[src/rtl/if_stage_if.sv]
// Bundle of signals between the fetch stage, instruction memory and decode.
// Modport master is the fetch stage; modport slave is the memory/decode side.
interface if_stage_if;
    logic [31:0] imem_addr;
    logic [31:0] imem_instr;
    logic        id_ready;
    logic        redirect_valid;
    logic [31:0] redirect_pc;
    logic        ifid_valid;
    logic [31:0] ifid_instr;
    logic [31:0] ifid_pc;
    logic [31:0] ifid_pc_plus4;
    logic        fault;
    logic [31:0] fault_pc;
    logic [31:0] fetch_count;

    modport master (
        output imem_addr,
        input  imem_instr,
        input  id_ready,
        input  redirect_valid,
        input  redirect_pc,
        output ifid_valid,
        output ifid_instr,
        output ifid_pc,
        output ifid_pc_plus4,
        output fault,
        output fault_pc,
        output fetch_count
    );

    modport slave (
        input  imem_addr,
        output imem_instr,
        output id_ready,
        output redirect_valid,
        output redirect_pc,
        input  ifid_valid,
        input  ifid_instr,
        input  ifid_pc,
        input  ifid_pc_plus4,
        input  fault,
        input  fault_pc,
        input  fetch_count
    );
endinterface

[src/rtl/if_stage.sv]
// Instruction fetch stage: pc register, IF/ID pipeline word with stall/flush,
// redirect handling and a sticky fault for misaligned or out-of-range fetches.
module if_stage #(
    parameter logic [31:0] RESET_PC   = 32'h0000_0000,
    parameter int unsigned IMEM_BYTES = 4096
) (
    input  logic       clk,
    input  logic       rst_n,
    if_stage_if.master bus
);
    localparam int unsigned AW = 32;
    localparam logic [AW-1:0] IMEM_LIMIT = AW'(IMEM_BYTES);

    localparam logic [1:0] ST_SETTLE = 2'd0;
    localparam logic [1:0] ST_RUN    = 2'd1;
    localparam logic [1:0] ST_FAULT  = 2'd2;

    logic [1:0]    state_q, state_d;
    logic [AW-1:0] pc_q, pc_d;
    logic          ifid_valid_q, ifid_valid_d;
    logic [AW-1:0] ifid_instr_q, ifid_instr_d;
    logic [AW-1:0] ifid_pc_q, ifid_pc_d;
    logic [AW-1:0] ifid_pc_plus4_q, ifid_pc_plus4_d;
    logic          fault_q, fault_d;
    logic [AW-1:0] fault_pc_q, fault_pc_d;
    logic [AW-1:0] fetch_count_q, fetch_count_d;

    // Next-state and datapath; redirect outranks fetch, FAULT freezes everything.
    always_comb begin
        state_d         = state_q;
        pc_d            = pc_q;
        ifid_valid_d    = ifid_valid_q;
        ifid_instr_d    = ifid_instr_q;
        ifid_pc_d       = ifid_pc_q;
        ifid_pc_plus4_d = ifid_pc_plus4_q;
        fault_d         = fault_q;
        fault_pc_d      = fault_pc_q;
        fetch_count_d   = fetch_count_q;

        case (state_q)
            ST_SETTLE: begin
                state_d = ST_RUN;
                if (ifid_valid_q && bus.id_ready) ifid_valid_d = 1'b0;
            end
            ST_RUN: begin
                if (bus.redirect_valid) begin
                    ifid_valid_d = 1'b0;
                    if (bus.redirect_pc[1:0] != 2'b00) begin
                        state_d    = ST_FAULT;
                        fault_d    = 1'b1;
                        fault_pc_d = bus.redirect_pc;
                    end else begin
                        pc_d = bus.redirect_pc;
                    end
                end else if (!ifid_valid_q || bus.id_ready) begin
                    if (pc_q >= IMEM_LIMIT) begin
                        state_d      = ST_FAULT;
                        fault_d      = 1'b1;
                        fault_pc_d   = pc_q;
                        ifid_valid_d = 1'b0;
                    end else begin
                        ifid_valid_d    = 1'b1;
                        ifid_instr_d    = bus.imem_instr;
                        ifid_pc_d       = pc_q;
                        ifid_pc_plus4_d = AW'(pc_q + 32'd4);
                        pc_d            = AW'(pc_q + 32'd4);
                        fetch_count_d   = AW'(fetch_count_q + 32'd1);
                    end
                end
            end
            ST_FAULT: begin
                if (ifid_valid_q && bus.id_ready) ifid_valid_d = 1'b0;
            end
            default: begin
                state_d = ST_SETTLE;
            end
        endcase
    end

    always_ff @(posedge clk) begin
        if (!rst_n) begin
            state_q         <= ST_SETTLE;
            pc_q            <= RESET_PC;
            ifid_valid_q    <= 1'b0;
            ifid_instr_q    <= '0;
            ifid_pc_q       <= '0;
            ifid_pc_plus4_q <= '0;
            fault_q         <= 1'b0;
            fault_pc_q      <= '0;
            fetch_count_q   <= '0;
        end else begin
            state_q         <= state_d;
            pc_q            <= pc_d;
            ifid_valid_q    <= ifid_valid_d;
            ifid_instr_q    <= ifid_instr_d;
            ifid_pc_q       <= ifid_pc_d;
            ifid_pc_plus4_q <= ifid_pc_plus4_d;
            fault_q         <= fault_d;
            fault_pc_q      <= fault_pc_d;
            fetch_count_q   <= fetch_count_d;
        end
    end

    assign bus.imem_addr     = pc_q;
    assign bus.ifid_valid    = ifid_valid_q;
    assign bus.ifid_instr    = ifid_instr_q;
    assign bus.ifid_pc       = ifid_pc_q;
    assign bus.ifid_pc_plus4 = ifid_pc_plus4_q;
    assign bus.fault         = fault_q;
    assign bus.fault_pc      = fault_pc_q;
    assign bus.fetch_count   = fetch_count_q;
endmodule

[src/flat_wrapper.sv]
// flat-port wrapper written by rule: the top's interface ports become plain ports
module if_stage_flat 
#(
    parameter logic [31:0] RESET_PC   = 32'h0000_0000,
    parameter int unsigned IMEM_BYTES = 4096
)
  (clk, rst_n, bus_imem_addr, bus_imem_instr, bus_id_ready, bus_redirect_valid, bus_redirect_pc, bus_ifid_valid, bus_ifid_instr, bus_ifid_pc, bus_ifid_pc_plus4, bus_fault, bus_fault_pc, bus_fetch_count);
  if_stage_if bus_i ();
  input  logic clk;
  input  logic rst_n;
  output wire logic [$bits(bus_i.imem_addr)-1:0] bus_imem_addr;
  input wire logic [$bits(bus_i.imem_instr)-1:0] bus_imem_instr;
  input wire logic [$bits(bus_i.id_ready)-1:0] bus_id_ready;
  input wire logic [$bits(bus_i.redirect_valid)-1:0] bus_redirect_valid;
  input wire logic [$bits(bus_i.redirect_pc)-1:0] bus_redirect_pc;
  output wire logic [$bits(bus_i.ifid_valid)-1:0] bus_ifid_valid;
  output wire logic [$bits(bus_i.ifid_instr)-1:0] bus_ifid_instr;
  output wire logic [$bits(bus_i.ifid_pc)-1:0] bus_ifid_pc;
  output wire logic [$bits(bus_i.ifid_pc_plus4)-1:0] bus_ifid_pc_plus4;
  output wire logic [$bits(bus_i.fault)-1:0] bus_fault;
  output wire logic [$bits(bus_i.fault_pc)-1:0] bus_fault_pc;
  output wire logic [$bits(bus_i.fetch_count)-1:0] bus_fetch_count;
  assign bus_imem_addr = bus_i.imem_addr;
  assign bus_i.imem_instr = bus_imem_instr;
  assign bus_i.id_ready = bus_id_ready;
  assign bus_i.redirect_valid = bus_redirect_valid;
  assign bus_i.redirect_pc = bus_redirect_pc;
  assign bus_ifid_valid = bus_i.ifid_valid;
  assign bus_ifid_instr = bus_i.ifid_instr;
  assign bus_ifid_pc = bus_i.ifid_pc;
  assign bus_ifid_pc_plus4 = bus_i.ifid_pc_plus4;
  assign bus_fault = bus_i.fault;
  assign bus_fault_pc = bus_i.fault_pc;
  assign bus_fetch_count = bus_i.fetch_count;
  if_stage #(.RESET_PC(RESET_PC), .IMEM_BYTES(IMEM_BYTES)) u_core (.clk(clk), .rst_n(rst_n), .bus(bus_i));
endmodule
[config.mk]
export PLATFORM = sky130hd
export DESIGN_NAME = if_stage_flat
export DESIGN_NICKNAME = d
export VERILOG_FILES = /design/src/rtl/if_stage_if.sv /design/src/rtl/if_stage.sv /design/src/flat_wrapper.sv
export SDC_FILE = /design/constraint.sdc
export NUM_CORES = 1
export LEC_CHECK = 0
export BUFFER_PORTS_ARGS = -buffer_cell sky130_fd_sc_hd__buf_2
export CAP_MARGIN = 10
export CORE_MARGIN = 5
export CORE_UTILIZATION = 45
export DETAILED_ROUTE_END_ITERATION = 8
export MAX_ROUTING_LAYER = met4
export PLACE_DENSITY = 0.76
export SLEW_MARGIN = 25
export SYNTH_ARGS = -nofsm -noshare
export SYNTH_HDL_FRONTEND = slang
export SYNTH_SLANG_ARGS = --single-unit
[constraint.sdc]
create_clock -name clk -period 2.3 [get_ports clk]
set_input_delay 0.345 -clock clk [delete_from_list [all_inputs] [get_ports clk]]
set_output_delay 0.345 -clock clk [all_outputs]
set_load 0.01 [all_outputs]
# == After elaboration in Yosys (flattened, before gate mapping) ==
# Cells that the tools add are included.
# op_classes
bitwise_logic,3
order_cmp,1
n_eq_ne,9
n_reduce_logical,14
n_addsub,2
mux,22
# ops
operator,count
32-bit 2-to-1 mux,8
32-bit by 1-bit adder with 32-bit output (second input constant),1
32-bit by 3-bit adder with 32-bit output (second input constant),1
32-bit by 13-bit >= comparator with 1-bit output (second input constant),1
4-bit AND reduction,4
3-bit by 2-bit != test with 1-bit output (second input constant),3
1-bit 2-to-1 mux,8
2-bit 2-to-1 mux,4
2-bit nonzero test,4
2-bit case mux with 3 select lines,1
2-bit by 1-bit != test with 1-bit output (second input constant),2
2-bit != test (second input constant),2
1-bit inverter,3
3-bit AND reduction,1
2-bit by 1-bit equality test with 1-bit output (second input constant),1
2-bit equality test (second input constant),1
2-bit logical NOT,1
1-bit case mux with 2 select lines,1
2-bit OR reduction,1
1-bit logical AND,1
1-bit logical NOT,1
1-bit logical OR,1
# totals
word_cells,60
out_inout_bits,194
in_bits,68
register_bits,196

# == Longest topological paths before layout ==
# depth
depth_word,5
ltp_mapped,8
mapped_depth_nobuf,6

# == Worst setup path before layout ==
# Ideal clock, no wire load.
# synth_path
path_type,reg-to-reg
start,reg u_core.fetch_count_q[15] (netlist: u_core.bus.fetch_count[15])
end,reg u_core.fetch_count_q[30] (netlist: u_core.bus.fetch_count[30])
path_stages_with_launch,7
period_less_slack_ns,2.261
arrival_ns,2.191
required_time_ns,2.230
setup_time_ns,0.070
slack_ns,0.039
cell_sequence,dfxtp_1 -> nand4_2 -> or3_4 -> or4_4 -> buf_6 -> or4_1 -> a21oi_1
# synth_between
elab_chain_len,1
# synth_lines
item,line_no,text
"start, declared",if_stage.sv:26,"logic [AW-1:0] fetch_count_q, fetch_count_d;"
"start signal, assigned",if_stage.sv:100,fetch_count_q <= fetch_count_d;
32-bit by 1-bit adder with 32-bit output,if_stage.sv:67,fetch_count_d = AW'(fetch_count_q + 32'd1);
# No other way between the ends.
# A chain may end at the register's enable or synchronous reset.

# == Worst setup path in the final report ==
# layout_path
start,reg u_core.pc_q[27] (netlist: u_core.bus.imem_addr[27])
end,reg u_core.fetch_count_q[17] (netlist: u_core.bus.fetch_count[17])
# layout_between
elab_chain_len,3
# layout_lines
item,line_no,text
"start, declared",if_stage.sv:19,"logic [AW-1:0] pc_q, pc_d;"
"start signal, assigned",if_stage.sv:93,pc_q <= pc_d;
32-bit by 13-bit >= comparator with 1-bit output,if_stage.sv:56,if (pc_q >= IMEM_LIMIT) begin
1-bit inverter (no line),-,
4-bit AND reduction (no line),-,
# No other way between the ends.

==> metrics.yaml <==
worst_pin_slew_ps: 591
max-vdd-ir-drop_v: 0.000570
finalSetupTns_ps: 0
ant_nets: 0
synth.avg_cell_area_um2: 8.69
synth_fp_nets: 941
clk_pin_slew_ps: 80
p_leak_nw: 4.56
cts_made_buffers: 17
dieHeight_um: 140
drtPass1Iterations: 5
setup_viol: 0
finalCritPeriodShare: 0.964
top_layer: "met4"
ys_warn_count: 0
gr-total-overflow: 0
worstSetupPathType: "reg2reg"
async_flop_share: 0
min_from: "bus_imem_instr[25]"
n_fill_cell: 1451
yosysUniqueCellTypes: 42
crit_chain: "nor4_4 -> nand4_4 -> or4_4 -> buf_4 -> or4_1 -> a21oi_1"
dpl.hpwl_mm: 15.5
synthTopCellsByCount: "dfxtp_1 (194), nand2_1 (144), a21oi_1 (108)"
hold_path.class: "in2reg"
critical-path-max-stage-delay_ps: 520
critPathLaunch: "u_core.bus.imem_addr[27]"
ys_ff_latch: 194
remaining_drc_errors: 0
yosysMostFrequentCell: "dfxtp_1"
syn_area_mm2: 0.00756
syn2layout_area_growth_pct: 33.8
htree_levels: 4
grt_pass1_wl_mm: 35.3
r2r_start: "u_core.bus.imem_addr[27]"
fin_cells: 1374
arrival_ps: 2580
clock_latency_ps: 430
cp_data_required_time_ps: 2660
routed_wl_mm: 22.0
die_w_um: 140
place_inst: 1340
wirelength_met1_mm: 9.13
synth.top_cells.by_area: "dfxtp_1 (51%), a21oi_1 (7.1%), nand2_1 (7.1%)"
clockBufferDepth: 2
fmax_mhz: 451
root_buffer: "clkbuf_16"
rrSetupSlack_ps: 80
finalHoldViolCount: 0
start_util: 0.458
syn_inst: 870
dieArea_mm2: 0.0195
slew_violations: 0
slew_headroom: 0.606
drt-wirelength-per-cell_um: 16.0
vias: 7228
routabilityCongestion: 0.826
startpoint_type: "flip-flop"
grt_max_degree: 90
outcome: "complete, no violations"
hold_slack_ps: 147
vias_per_cell: 5.26
nets: 1210
cp_max_fo: 10
track_usage: 0.226
cp-end-kind: "flip-flop"
synthFlopType: "dfxtp_1"
drive_gt1_frac: 0.326
antenna_found_initial: 1
powerDensity_mw_per_mm2: 905
clock-sinks: 194
tritoncts: "yes"
fin_skew_ps: 10.7
num_rows: 47
synth_top_area_share: 0.513
drtIter0Drc: 431
port_buffers: 261
worst_path_max_delay_cell: "or4_4"
route.met3.wl_mm: 1.53
wl_met2_mm: 11.0
fin_crit_ps: 2220
yosysTopAreaCell: "dfxtp_1"
cts_hold_buf: 0
yosysSeqAreaShare: 0.513
placeableCoreArea_mm2: 0.0165
drv_cap: 0
num_io_pins: 262
synth_edf_count: 0
grt_pass1_vias: 6860
[flip-flops by register name, indices dropped and copies added, names as in the netlist]
name	cells
u_core.bus.fault	1
u_core.bus.fault_pc	32
u_core.bus.fetch_count	32
u_core.bus.ifid_instr	32
u_core.bus.ifid_pc	30
u_core.bus.ifid_pc_plus4	32
u_core.bus.ifid_valid	1
u_core.bus.imem_addr	32
u_core.state_q	2
[critical path: cells and delay by family (launching register included)]
family,cells,cell delay [ps]
buffers and inverters,1,180
AND/OR/NAND/NOR,4,1470
AO/OA/AOI/OAI,1,150
flip-flops,1,340
[metrics by stage]
step | power [mW] | area [um^2] | util | setup slack, ps
after global placement | 6.04 | 9430 | 0.571 | 20.2
after global routing | 9.65 | 10100 | 0.612 | -7.81
after CTS | 9.22 | 10100 | 0.611 | 10.8
after floorplan | 5.12 | 7560 | - | 39.0
after detailed placement | 6.09 | 9430 | 0.571 | -11.1
final | 9.16 | 10100 | 0.613 | 82.7
[per-layer routing]
layer,up-vias,global-route usage
met4,0,0.0597
met3,24,0.0566
met1,3389,0.276
met5,-,-
met2,225,0.374
li1,3590,-
[cell usage in the layout, fill, tap and decap left out, types with 31 or more instances in the layout]
cell type / synthesis / layout
a211oi_1: 39 / 38
mux2i_1: 31 / 31
dfxtp_1: 194 / 190
nand3_1: 33 / 32
a21oi_1: 108 / 108
buf_4: 2 / 55
nand2_1: 144 / 144
nor2_1: 52 / 52
and3_1: 45 / 45
buf_2: 2 / 260
[logic make-up (layout without fill, tap and decap cells)]
group,Yosys count,count (layout),share of synthesized area
and+or+nand+nor,348,348,0.227
buffers and inverters,83,365,0.0435
adders and majority gates,3,3,0.00496
DFF,194,194,0.513
xor gates and xnor gates,12,12,0.0139
AOI/OAI and AO/OA,199,199,0.156
other,0,2,0
muxes,31,31,0.0410
[area by class of cell]
cell class | instances | area [um^2] | area share
Tap cell | 220 | 275 | 0.0272
Sequential cell | 194 | 3890 | 0.384
Antenna cell | 2 | 5.00 | 0.000494
Clock buffer | 17 | 425 | 0.0420
Inverter | 12 | 47.5 | 0.00470
Multi-Input combinational cell | 593 | 3440 | 0.340
Clock inverter | 15 | 210 | 0.0208
Timing Repair Buffer | 321 | 1830 | 0.181
[final timing paths]
path / endpoint / depth (start not counted)
min: u_core.bus.ifid_instr[25] / 3
max: u_core.bus.fetch_count[17] / 6
max reg2reg: u_core.bus.fetch_count[17] / 6
min reg2reg: u_core.bus.ifid_pc_plus4[10] / 2
[power by group]
part / switching (mW) / internal (mW) / leakage, nW
sequential: 0.197 / 3.69 / 1.57
combinational: 1.30 / 0.840 / 2.68
clock: 1.45 / 1.68 / 0.306
[repair_timing]
action	CTS	global route
endpoints found under the setup margin	12	20
resized for setup	4	7
pin swaps	1	7
buffers inserted	0	0
Power figures use the tool's default switching activity.
